<file path="config.mk">
export PLATFORM = sky130hd
export DESIGN_NAME = sipo_frame_rx
export DESIGN_NICKNAME = d
export VERILOG_FILES = /design/src/rtl/sipo_frame_rx.sv
export SDC_FILE = /design/constraint.sdc
export NUM_CORES = 1
export LEC_CHECK = 0
export CORE_MARGIN = 4
export CORE_UTILIZATION = 41
export CTS_CLUSTER_DIAMETER = 60
export DETAILED_ROUTE_END_ITERATION = 12
export SYNTH_ARGS = -nofsm -noshare
export SYNTH_HDL_FRONTEND = slang
export SYNTH_SLANG_ARGS = --single-unit
</file>
<file path="constraint.sdc">
create_clock -name clk -period 1.3 [get_ports clk]
set_input_delay 0.195 -clock clk [delete_from_list [all_inputs] [get_ports clk]]
set_output_delay 0.195 -clock clk [all_outputs]
set_load 0.05 [all_outputs]
</file>
<file path="src/rtl/sipo_frame_rx.sv">
// sipo_frame_rx: serial-in/parallel-out frame receiver.
//
// Consumes one bit of D per clock. A frame is a start bit (1), WIDTH data
// bits LSB-first, an optional even-parity bit, and a stop bit (0). Good words
// land in a single-entry output buffer with a valid/ready handshake.
// Bad frames pulse frame_err. Good frames that arrive while the buffer is
// full raise the sticky overrun flag.
//
// Optional feature macro: SIPO_PARITY_CHK_EN
//   defined   -> a PARITY state follows the data bits; even parity is checked
//   undefined -> no parity bit; frame is WIDTH+2 cycles long
//
// state  | meaning
// IDLE   | waiting for a start bit (D=1)
// SHIFT  | capturing data bits LSB-first, one per cycle
// PARITY | capturing the even-parity bit (parity build only)
// STOP   | checking the stop bit and committing the word to the buffer
module sipo_frame_rx #(
  parameter int WIDTH = 8
) (
  input  logic             clk,
  input  logic             rst,
  input  logic             D,
  output logic [WIDTH-1:0] data_out,
  output logic             data_valid,
  input  logic             data_ready,
  output logic             frame_err,
  output logic             overrun,
  output logic             busy
);

  localparam int CW = (WIDTH > 1) ? $clog2(WIDTH) : 1;
  localparam logic [CW-1:0] LAST_BIT = CW'(WIDTH - 1);

`ifdef SIPO_PARITY_CHK_EN
  typedef enum logic [1:0] {
    IDLE   = 2'd0,
    SHIFT  = 2'd1,
    PARITY = 2'd2,
    STOP   = 2'd3
  } state_t;
`else
  typedef enum logic [1:0] {
    IDLE  = 2'd0,
    SHIFT = 2'd1,
    STOP  = 2'd3
  } state_t;
`endif

  state_t           state;
  logic [CW-1:0]    cnt;
  logic [WIDTH-1:0] shreg;
  logic             consume;
  logic             frame_ok;
`ifdef SIPO_PARITY_CHK_EN
  logic             par_bit;
`endif

  assign consume = data_valid & data_ready;

  // Frame quality as seen in the STOP cycle: stop bit low, and parity even if checked
  always_comb begin
    frame_ok = ~D;
`ifdef SIPO_PARITY_CHK_EN
    frame_ok = frame_ok & ~(^shreg ^ par_bit);
`endif
  end

  // Receive FSM, output buffer and error flags, all registered together
  always_ff @(posedge clk) begin
    if (rst) begin
      state      <= IDLE;
      cnt        <= '0;
      shreg      <= '0;
      data_out   <= '0;
      data_valid <= 1'b0;
      frame_err  <= 1'b0;
      overrun    <= 1'b0;
      busy       <= 1'b0;
`ifdef SIPO_PARITY_CHK_EN
      par_bit    <= 1'b0;
`endif
    end else begin
      frame_err <= 1'b0;

      // A handshake empties the buffer and clears a pending overrun; a commit
      // below in the same cycle overrides the data_valid drop.
      if (consume) begin
        data_valid <= 1'b0;
        overrun    <= 1'b0;
      end

      case (state)
        IDLE: begin
          if (D) begin
            state <= SHIFT;
            cnt   <= '0;
            busy  <= 1'b1;
          end
        end

        SHIFT: begin
          shreg[cnt] <= D;
          cnt        <= cnt + 1'b1;
          if (cnt == LAST_BIT) begin
`ifdef SIPO_PARITY_CHK_EN
            state <= PARITY;
`else
            state <= STOP;
`endif
          end
        end

`ifdef SIPO_PARITY_CHK_EN
        PARITY: begin
          par_bit <= D;
          state   <= STOP;
        end
`endif

        STOP: begin
          state <= IDLE;
          busy  <= 1'b0;
          if (!frame_ok) begin
            frame_err <= 1'b1;
          end else if (!data_valid || consume) begin
            data_out   <= shreg;
            data_valid <= 1'b1;
          end else begin
            overrun <= 1'b1;
          end
        end

        default: begin
          state <= IDLE;
          busy  <= 1'b0;
        end
      endcase
    end
  end

endmodule

</file>
==> impl_metrics.tcl <==
set metrics [dict create \
    ys_seq_area_frac 0.4938 \
    die_w_um 57.72 \
    htree_num_levels 1 \
    clkPwrFrac 0.273 \
    port_buffers 15 \
    cts_resized 0 \
    grtUsageTotal 0.1252 \
    num_io_pins 16 \
    grt_pass1_wl_um 3270 \
    worst_hold_slack_ns 0.4633 \
    rsz0062_at_grt "false" \
    drc 0 \
    dr.pass1.iters 2 \
    totalWireLength_um 1815 \
    ys_top_cells_by_area "dfxtp_1, mux2i_1, nand2b_1, nor2_1, ha_1" \
    drv_slew 0 \
    syn_nets 107 \
    power_mw 1.226 \
    clockBufferDepth 2 \
    critPathArrivalTime_ns 1.48 \
    path_clk_slew_ns 0.13 \
    drive_above_1_share 0.2598 \
    powerDensity_nw_per_um2 865.7 \
    internal-power_uw 948.2 \
    numCtsBuffers 3 \
    initial_utilization 0.4453 \
    critPathKind "register to register" \
    antennaDiodeCount 0 \
    relSlewSlack 0.8259 \
    wire_per_inst_um 11.71 \
    r2r_start "state[0]$_SDFFE_PP0P_" \
    finClkSkew_ns 0.003975 \
    cts_tree "yes" \
    synth_cells 101 \
    cts_hold_buf 0 \
    fmax_mhz 819.7 \
    post-place-ws_ns -0.1224 \
    die-area_um2 3332 \
    area_growth_pct 39.75 \
    ant_nets 0 \
    startpoint "state[0]$_SDFFE_PP0P_" \
    yosys_warnings 0 \
    setup_viol 0 \
    min_period_ns 1.220 \
    syn_avg_cell_area_um2 10.03 \
    synth_seq_cells 25 \
    fill_cells 199 \
    yosysTopAreaCellShare 0.4938 \
    die_y_um 57.72 \
    antenna_found_initial 0 \
    grt_max_degree 16 \
    synthesis.area_um2 1013 \
    peakVddDrop_v 0.0006142 \
    row_count 17 \
    fin_crit_sh 0.9384 \
    p_switching_uw 278.0 \
    cts_root_buffer "clkbuf_4" \
    cp.required_ns 1.56 \
    timing.critical_path.to_type "register" \
    detail_route.iter0.violations 3 \
    fin_nets 134 \
    crit_path_start_kind "register" \
    vias 740 \
    clock_latency_ns 0.31 \
    dpl.hpwl_um 1391 \
    seq_power_share 0.641 \
    status "finished, final reports clean" \
    worstHoldPathType "input port to register" \
    core-area_um2 2276 \
    setup_slack_ns 0.08010 \
    crit_fanout 5 \
    cts.sinks 25 \
    min_from "data_ready" \
    max_cap_viol_count 0 \
    gp_congestion 0.7261 \
    p_leak_nw 0.5563 \
    switching_share 0.2267 \
    worstMarginPinSlew_ns 0.2606 \
    grt_overflow 0 \
    grt_pass1_vias 767 \
    post_cts_buffers 0 \
    combinationalPowerShare 0.086 \
    ys_types 21 \
    vias_per_cell 4.774 \
    finalHoldViolCount 0 \
    yosysTopAreaCell "dfxtp_1" \
]
==> power groups by stage <==
stage / sequential (mW) / combinational [mW] / clock, mW
floorplan: 0.810 / 0.0474 / 0
global placement: 0.802 / 0.105 / 0
detailed placement: 0.803 / 0.106 / 0
CTS: 0.785 / 0.107 / 0.355
global route: 0.788 / 0.115 / 0.391
finish: 0.786 / 0.105 / 0.335
==> area by class of cell <==
cell class / instances / area, µm² / area share
Sequential cell: 25 / 504.2 / 0.3560
Clock inverter: 1 / 5.005 / 0.003534
Multi-Input combinational cell: 71 / 493.0 / 0.3481
Inverter: 1 / 3.754 / 0.002650
Timing Repair Buffer: 26 / 352.8 / 0.2491
Clock buffer: 3 / 22.52 / 0.01590
Tap cell: 28 / 35.03 / 0.02473
==> layout by cell type, fill, tap and decap left out <==
| master | n |
|---|---|
| clkdlybuf4s50_1 | 3 |
| nor3_2 | 1 |
| inv_1 | 1 |
| dfxtp_2 | 3 |
| nand2_1 | 4 |
| a211oi_1 | 1 |
| a21oi_1 | 4 |
| o21bai_1 | 1 |
| ha_1 | 2 |
| a22oi_1 | 2 |
| and2_1 | 1 |
| buf_4 | 11 |
| dfxtp_1 | 22 |
| clkbuf_4 | 3 |
| or2_2 | 1 |
| nor3_1 | 3 |
| clkinv_2 | 1 |
| and3b_1 | 2 |
| nor2_1 | 10 |
| or3b_4 | 1 |
| nand2b_1 | 20 |
| nor2b_1 | 1 |
| nand3b_1 | 1 |
| mux2i_1 | 16 |
| buf_12 | 12 |
==> synth_stat cells <==
cell,n
a211oi_1,1
a21oi_1,4
a22oi_1,2
and2_1,1
and3b_1,2
buf_2,1
clkbuf_1,3
dfxtp_1,25
ha_1,2
inv_1,1
mux2i_1,16
nand2_1,4
nand2b_1,20
nand3b_1,1
nor2_1,10
nor2b_1,1
nor3_1,3
nor3_2,1
o21bai_1,1
or2_2,1
or3b_4,1
==> registers in the layout, summed over array words and instances (netlist names), named ones only <==
signal,count
busy,1
cnt,3
data_out,8
data_valid,1
frame_err,1
shreg,8
state,2
==> critical path: stages (launching register included) <==
cell     delay, ns
dfxtp_2       0.38
or3b_4        0.42
nor2_1        0.17
mux2i_1       0.19
==> logic make-up (layout without fill, tap and decap cells) <==
family          count (synthesis)  after routing  synth area share
compound gates                  8              8           0.04938
simple gates                   45             45            0.2543
buf+inv                         5             31           0.01974
fa+ha+maj                       2              2           0.02469
mux                            16             16            0.1580
flops                          25             25            0.4938
==> routing by layer <==
layer,global-route usage,vias to the layer above,wire length (µm)
met1,0.1545,330,866
met2,0.2145,14,852
met3,0.02227,2,74
met4,0.04967,0,22
li1,-,394,-
met5,0,-,0
==> stage by stage <==
stage | utilization | TNS [ns] | instances | cell area [µm²]
after floorplan | - | 0 | 101 | 1015
after global placement | 0.6091 | -0.6454 | 151 | 1386
after detailed placement | 0.6091 | -0.8438 | 151 | 1386
after CTS | 0.6212 | 0 | 155 | 1414
after global routing | 0.6223 | 0 | 155 | 1416
final | 0.6223 | 0 | 155 | 1416
==> final timing paths <==
kind | to | slack (ns) | cells past startpoint
min reg2reg | shreg[7]$_SDFFE_PP0P_ | 0.49 | 2
min | register | 0.46 | 2
max | shreg[6]$_SDFFE_PP0P_ | 0.08 | 3
max reg2reg | shreg[6]$_SDFFE_PP0P_ | 0.08 | 3
(Power assumes the default switching activity.)
==> patch: new RTL, same flow settings <==
Re-encode `state_t` (3 states) as one-hot, 3 bits wide.
--- a/src/rtl/sipo_frame_rx.sv
+++ b/src/rtl/sipo_frame_rx.sv
@@ -41,8 +41,8 @@
   } state_t;
 `else
-  typedef enum logic [1:0] {
-    IDLE  = 2'd0,
-    SHIFT = 2'd1,
-    STOP  = 2'd3
+  typedef enum logic [2:0] {
+    IDLE  = 3'b001,
+    SHIFT = 3'b010,
+    STOP  = 3'b100
   } state_t;
 `endif
Behaviour: same outputs for any inputs over 10 cycles, from zero or initial values and one cycle with rst high; not proved beyond that.
==> patch against the unedited design <==
- clock skew is 2.8 ps lower
- final area is 15% higher
- worst setup slack worse by 190 ps
- critical path type unchanged
- routed wire length is 27% higher
- synthesized area is 13% higher
- the flow now finishes with violations (setup timing)
- count of clock-buffer cells in the layout is 1 higher
- sequential cell count is 1 higher
- power is 16% higher
==> patch: results (changes against the unedited design) <==
Final layout
  – Largest regs: data_out (8), shreg (8)
  – Share of layout cells above drive strength 1: 31.2% (+5.2 points)

Logic synthesis
  – Post-synthesis sequential area ratio: 45.6% (-3.8 points)

Setup path
  – Reg2reg start: state[1]
  – Arr. time, crit path: 1670 ps (+190 ps)

Power and ir drop
  – Static leakage: 0.585 nW (+5.1%)
  – Worst IR Drop VDD: 0.589 mV (-4.1%)
  – Int Power: 1.08 mW (+13%)
  – PwrDens: 867 nW/um^2 (+0.11%)

GRT
  – GRT Util Overall: 14.8% (+2.3 points)
  – Largest net degree at the start of global routing: 15 (-1)
  – Number of global-route vias before repair: 873 (+14%)

STA
  – Final Skew: 1.21 ps (-2.76 ps)
  – Setup TNS Final: -763 ps (-763 ps)
  – Endpoints failing setup: 8 (+8)
  – Hold_ws: 496 ps (+32.2 ps)
  – Max transition margin: 83.5% (+0.94 points)
  – PnR worst setup slack: -107 ps (-187 ps)

Status
  – Outcome: finished with violations
  – Failing checks: setup timing

Drt
  – WL final: 2300 um (+27%)
  – DR WL/cell: 13.4 um (+15%)

Place
  – Cells after DPL: 167 (+11%)
  – Final Wtd Congestion: 0.739 (+1.8%)
  – Dpl ws: -441 ps (-318 ps)

Hold path
  – Min-delay src: shreg[3]
==> patch: cell types whose count changed after synthesis, sizes merged, moves of 2 or more <==
cell,delta
nor2,-5
nand3,+4
a31oi,+3
clkbuf,+3
nand2,+3
nor4,+3
o21ai,+3
a21oi,-2
a22oi,-2
and3b,-2
nor4b,+2
==> patch: worst max path at each step <==
stage	from	end	slack [ps]	cells after the start
after CTS	state[0]	data_out[2]	-130	4
final	state[1]	data_out[2]	-110	4
after floorplan	state[0]	data_out[0]	-50	4
after global placement	D	data_out[1]	-390	5
after global routing	state[1]	data_out[6]	-190	4
after detailed placement	D	data_out[2]	-440	5
==> patch: per-layer routing <==
layer / track usage (%) / vias up / wire length (um)
met5: 0 / - / 0
li1: - / 453 / -
met3: 3.62 / 4 / 106
met2: 22.6 / 18 / 1090
met4: 7.74 / 0 / 36
met1: 19.2 / 426 / 1070
==> patch: logic make-up (layout without fill, tap and decap cells) <==
family | after synthesis | after routing | share of synthesized area (%)
adder cells (fa/ha/maj) | 2 | 2 | 2.19
flip-flops | 26 | 26 | 45.6
AO/OA/AOI/OAI | 10 | 10 | 5.26
buffers and inverters | 9 | 34 | 4.38
multiplexers | 16 | 16 | 14.0
AND/OR/NAND/NOR | 53 | 53 | 28.6
==> patch: worst register-to-register path: stages, from the launching register on <==
cell and delay, ps:
dfxtp_2 350, or4b_4 530, nor2b_4 150, buf_12 140, mux2i_1 180
==> patch: power groups by stage <==
| stage | clock [mW] | sequential, mW | combinational [mW] |
|---|---|---|---|
| CTS | 0.424 | 0.852 | 0.142 |
| floorplan | 0 | 0.857 | 0.0925 |
| global placement | 0 | 0.869 | 0.138 |
| global route | 0.462 | 0.868 | 0.164 |
| detailed placement | 0 | 0.868 | 0.140 |
| finish | 0.405 | 0.862 | 0.149 |
==> patch: cell type report <==
type | instances | area share [%]
Inverter | 2 | 0.459
Clock buffer | 4 | 2.22
Tap cell | 30 | 2.30
Sequential cell | 26 | 32.1
Multi-Input combinational cell | 81 | 39.6
Timing Repair Buffer | 28 | 23.3
==> patch: what timing repair did <==
| item | CTS | global route |
|---|---|---|
| resized for setup | 3 | 12 |
| setup endpoints to repair | 11 | 16 |
| pin swaps | 1 | 2 |
